<file path="config.mk">
export PLATFORM = sky130hd
export DESIGN_NAME = triple_buffer_ctrl
export DESIGN_NICKNAME = d
export VERILOG_FILES = /design/src/rtl/triple_buffer_ctrl.sv
export SDC_FILE = /design/constraint.sdc
export NUM_CORES = 1
export LEC_CHECK = 0
export ABC_CLOCK_PERIOD_IN_PS = 1950
export BUFFER_PORTS_ARGS = -buffer_cell sky130_fd_sc_hd__buf_2
export CORE_ASPECT_RATIO = 0.6
export CORE_MARGIN = 3
export CORE_UTILIZATION = 53
export CTS_CLUSTER_DIAMETER = 40
export DETAILED_ROUTE_END_ITERATION = 7
export PLACE_DENSITY = 0.78
export SETUP_SLACK_MARGIN = 0.15
export SLEW_MARGIN = 20
export SYNTH_ARGS = -nofsm -noshare
export SYNTH_HDL_FRONTEND = slang
export SYNTH_SLANG_ARGS = --single-unit
</file>
<file path="constraint.sdc">
create_clock -name clk -period 1.95 [get_ports clk]
set_input_delay 0.39 -clock clk [delete_from_list [all_inputs] [get_ports clk]]
set_output_delay 0.39 -clock clk [all_outputs]
set_load 0.01 [all_outputs]
</file>
<file path="src/rtl/triple_buffer_ctrl.sv">
// Triple-buffer frame sequencer: rotates one-hot frame ownership between the writer,
// the reader and the latest-complete slot, and generates the buffer addresses and strobes.
//
// state  | meaning
// R_IDLE | reader owns a stale frame, waits for r_req with a fresh frame available
// R_READ | reader is walking raddr through its granted frame
module triple_buffer_ctrl #(
    parameter int MAX_TAP = 448,
    parameter int CNT_W   = 16
) (
    input  logic             clk,
    input  logic             rst_n,
    input  logic             w_valid,
    input  logic             r_req,
    input  logic             r_en,
    output logic [2:0]       w_buffer_id,
    output logic [2:0]       r_buffer_id,
    output logic [8:0]       waddr,
    output logic [8:0]       raddr,
    output logic             w_occur,
    output logic             r_occur,
    output logic             r_busy,
    output logic             r_done,
    output logic             frame_fresh,
    output logic [CNT_W-1:0] dropped_frames
);

    localparam logic [8:0] LAST_ADDR = 9'(MAX_TAP - 1);

    typedef enum logic {R_IDLE, R_READ} rd_state_t;

    rd_state_t  rd_state;
    logic [2:0] l_buffer_id;
    logic       w_last;
    logic       grant;
    logic       r_last;

    assign w_last  = w_valid && (waddr == LAST_ADDR);
    assign grant   = (rd_state == R_IDLE) && r_req && frame_fresh;
    assign r_last  = (rd_state == R_READ) && r_en && (raddr == LAST_ADDR);
    assign w_occur = w_valid;
    assign r_occur = r_en & r_busy;

    always_ff @(posedge clk or negedge rst_n) begin
        if (!rst_n) begin
            w_buffer_id    <= 3'b001;
            r_buffer_id    <= 3'b010;
            l_buffer_id    <= 3'b100;
            waddr          <= '0;
            raddr          <= '0;
            frame_fresh    <= 1'b0;
            dropped_frames <= '0;
            rd_state       <= R_IDLE;
            r_busy         <= 1'b0;
            r_done         <= 1'b0;
        end else begin
            r_done <= r_last;

            if (w_valid)
                waddr <= w_last ? '0 : waddr + 9'd1;

            // A completing write and a grant in the same cycle rotate all three frames.
            if (w_last && grant) begin
                w_buffer_id <= r_buffer_id;
                r_buffer_id <= l_buffer_id;
                l_buffer_id <= w_buffer_id;
            end else if (w_last) begin
                w_buffer_id <= l_buffer_id;
                l_buffer_id <= w_buffer_id;
            end else if (grant) begin
                r_buffer_id <= l_buffer_id;
                l_buffer_id <= r_buffer_id;
            end

            if (w_last)
                frame_fresh <= 1'b1;
            else if (grant)
                frame_fresh <= 1'b0;

            // Only an unread L that gets replaced counts as a drop.
            if (w_last && !grant && frame_fresh && (dropped_frames != '1))
                dropped_frames <= dropped_frames + CNT_W'(1);

            case (rd_state)
                R_IDLE: begin
                    if (grant) begin
                        rd_state <= R_READ;
                        r_busy   <= 1'b1;
                        raddr    <= '0;
                    end
                end
                R_READ: begin
                    if (r_en) begin
                        if (raddr == LAST_ADDR) begin
                            raddr    <= '0;
                            rd_state <= R_IDLE;
                            r_busy   <= 1'b0;
                        end else begin
                            raddr <= raddr + 9'd1;
                        end
                    end
                end
                default: begin
                    rd_state <= R_IDLE;
                    r_busy   <= 1'b0;
                end
            endcase
        end
    end

endmodule
</file>
==> impl_metrics.csv <==
group,metric,value,unit
floorplan,dieHeight,56.13,um
synth,syn_area,2220,sq um
worst_setup_path,rr_worst_depth,5,
floorplan,num_rows,17,
clock_network,insertion_delay,290,ps
synth,synth_edf_count,0,
detailed_routing,antenna_left,0,
grt,grt_use_met3,5.473,%
worst_setup_path,r2r_start,"waddr[0]$_DFFE_PN0P_",
placement,dpl_worst_slack,147.1,ps
clock_network,cts_root_buf,"clkbuf_8",
worst_setup_path,critPathLaunchType,"flip-flop",
grt,globalRouteMet2Util,25.62,%
clock_network,clkTransAtPathRegs,80,ps
cells_and_area,syn_to_final_growth,22.32,%
detailed_routing,drtPass1Iterations,4,
cells_and_area,layout.nets,272,
detailed_routing,drc,0,
grt,antenna_found_initial,0,
worst_setup_path,max_stage_delay,420,ps
sta,rsz0062_at_grt,"yes",
synth,syn_inst,201,
sta,setup_violations,0,
power_and_ir_drop,total_power,0.002051,W
floorplan,io_pins,50,
detailed_routing,vias,1710,
placement,dp_hpwl,3381,um
sta,hold_viol,0,
worst_setup_path,crit_chain,"ha_2, and3_4, nand3_4, nor3_4, mux2_4",
synth,yosys_warnings,0,
clock_network,clock_sinks,47,
grt,gr-usage-all-layers,19.27,%
grt,grt_pass1_wl,7610,um
sta,worst_slack,194.5,ps
clock_network,clockBufferDepth,2,
worst_setup_path,r2r_setup_slack,190,ps
synth,synthFlopType,"dfrtp_1",
floorplan,dieArea,5026,sq um
cells_and_area,multi_input_area,1016,sq um
sta,slew_viol_final,0,
worst_setup_path,critPathKind,"flip-flop to flip-flop",
sta,hold_ws,47.16,ps
clock_network,cts_buffers,5,
synth,ys_seq_area_share,53.16,%
sta,max_freq,0.5696,GHz
cells_and_area,layout.area.seq,1181,sq um
worst_setup_path,worstPathRequired,2130,ps
synth,yosysTopAreaCell,"dfrtp_1",
detailed_routing,post_drt_wl_per_cell,14.38,um
floorplan,start_util,57.65,%
detailed_routing,vias_per_cell,5.311,
worst_setup_path,cpMaxStageDelayCell,"dfrtp_1",
power_and_ir_drop,power.density,755.5,nW/um^2
grt,grt_max_degree,29,
placement,place_congestion,0.8064,
cells_and_area,final_cell_area,2715,sq um
cells_and_area,insertedDiodeCount,0,
sta,timing.setup.tns,0,ps
synth,async_flop_share,100.0,%
worst_setup_path,cp.arrival,1930,ps
sta,relSlewSlack,68.08,%
synth,syn_area_per_cell,11.04,sq um
sta,finalCriticalPeriod,1755,ps
status,status,"finished, final reports clean",
worst_setup_path,crit_end,"dropped_frames[1]$_DFFE_PN0P_",
sta,worst_slew_pin_slew,478.8,ps
sta,fin_worst_skew,6.257,ps
power_and_ir_drop,p_leak,1.413,nW
placement,port_buffers,49,
grt,grt-busiest-layer,"met1",
synth,synth_top_area_share,49.61,%
detailed_routing,drt_iter0_markers,107,
grt,met1_usage,30.74,%
cells_and_area,drive_gt1_share,33.96,%
power_and_ir_drop,vdd_drop_max,0.6390,mV
grt,grt_overflow,0,
placement,placed_area,2551,sq um
worst_setup_path,reg2reg_to,"dropped_frames[1]$_DFFE_PN0P_",
worst_hold_path,worstHoldPathType,"input pin to asynchronous set/reset pin",
worst_setup_path,critPathTopFamily,"simple AND/OR/NAND/NOR gates",
run,maxCapViolCount,0,
synth,ys_ff_latch,47,
floorplan,core-area,3850,sq um
clock_network,cts_tree,"yes",
clock_network,htreeDepth,2,
worst_setup_path,worst-path-stages,5,
worst_setup_path,path_max_fanout,8,
cells_and_area,fillCellCount,301,
detailed_routing,finalWirelength,4630,um
synth,ys_types,40,
sta,fin_crit_sh,90.03,%
worst_setup_path,path_buf_inv,0,
synth,synth_area_leaders,"dfrtp_1, xnor2_1, nand2_1, dfstp_2, xor2_1",
synth,synthesis.nets,209,
worst_setup_path,end_kind,"flip-flop",
floorplan,die_w,89.55,um
grt,grt_pass1_vias,1576,
worst_setup_path,startpoint,"waddr[0]$_DFFE_PN0P_",
==> report_power, final <==
| part | internal (W) | switching [W] | leakage [nW] |
|---|---|---|---|
| combinational | 0.000173 | 0.000167 | 0.742 |
| sequential | 0.00104 | 0.0000791 | 0.623 |
| clock | 0.000286 | 0.000308 | 0.0482 |
| total | 0.00150 | 0.000555 | 1.41 |
==> synth_stat cells, types with 2 or more instances <==
| master | instances |
|---|---|
| mux2i_1 | 3 |
| and3b_1 | 2 |
| nand4_1 | 10 |
| nor2_1 | 19 |
| and4_1 | 2 |
| xor2_1 | 9 |
| nand3_1 | 9 |
| and3_1 | 5 |
| nor4_4 | 2 |
| clkbuf_1 | 2 |
| ha_1 | 3 |
| dfrtp_1 | 44 |
| dfstp_2 | 3 |
| nor3_1 | 2 |
| inv_1 | 4 |
| mux2_2 | 4 |
| xnor2_1 | 18 |
| a21oi_1 | 5 |
| o21ai_0 | 8 |
| and2_1 | 4 |
| nand2_1 | 24 |
==> state kept, by name, indices dropped and copies added (netlist names) <==
signal	cells
l_buffer_id	3
r_busy	1
w_buffer_id	3
dropped_frames	16
frame_fresh	1
raddr	9
r_done	1
rd_state	1
r_buffer_id	3
waddr	9
==> cells in the final DEF, fill, tap and decap left out, drive strengths merged <==
cell    Yosys  layout
a21oi       5       5
and2        4       4
nand3      10      10
and3        7       7
xor2        9       9
o21ai       8       8
clkinv      0       1
buf         2      60
a22o        1       1
nor3        4       4
mux2        5       5
clkbuf      2       7
mux2i       3       3
nand4b      1       1
dfstp       3       3
and3b       2       2
inv         4       4
a41oi       1       1
nand2b      1       1
nor4        3       3
nand3b      1       1
and4        2       2
nand2      24      24
o31ai       1       1
nand4      12      12
nor2       19      19
or2         2       2
ha          3       3
xnor2      18      18
dfrtp      44      44
==> routing by layer <==
metal,vias up,part of all wire [%]
met4,0,0.78
met3,5,5.7
li1,820,-
met2,51,42
met5,-,0
met1,834,51
==> logic make-up after synthesis <==
family | synth area share, %
and+or+nand+nor | 24.80
DFF | 53.16
xor gates and xnor gates | 10.65
AOI/OAI and AO/OA | 4.059
buffers and inverters | 1.578
muxes | 4.058
adders and majority gates | 1.691
==> worst min path at each step <==
stage | endpoint | slack, ps | depth (start not counted)
2_1_floorplan | dropped_frames[0]$_DFFE_PN0P_ | 90 | 0
3_3_place_gp | dropped_frames[4]$_DFFE_PN0P_ | 370 | 1
3_5_place_dp | dropped_frames[4]$_DFFE_PN0P_ | 370 | 1
4_1_cts | dropped_frames[4]$_DFFE_PN0P_ | 60 | 1
5_1_grt | dropped_frames[0]$_DFFE_PN0P_ | 70 | 1
6_report | dropped_frames[4]$_DFFE_PN0P_ | 50 | 1
==> metrics by stage <==
step           util, %  std cells
2_1_floorplan        -        201
3_3_place_gp     66.27        306
3_5_place_dp     66.27        306
4_1_cts          68.64        314
5_1_grt          70.52        322
6_report         70.52        322
==> cell type report <==
cell class	instances	area share, %
sequential	47	43.50
multi-input combinational	146	37.42
timing repair buffer	60	12.53
clock buffer	7	3.180
tap	57	2.627
inverter	4	0.5530
clock inverter	1	0.1843
==> repair_timing <==
action,CTS,global route
endpoints found under the setup margin,1,14
pin swaps,1,7
buffers inserted,0,8
resized for setup,0,5
hold buffers,0,0
Power figures use the tool's default switching activity.
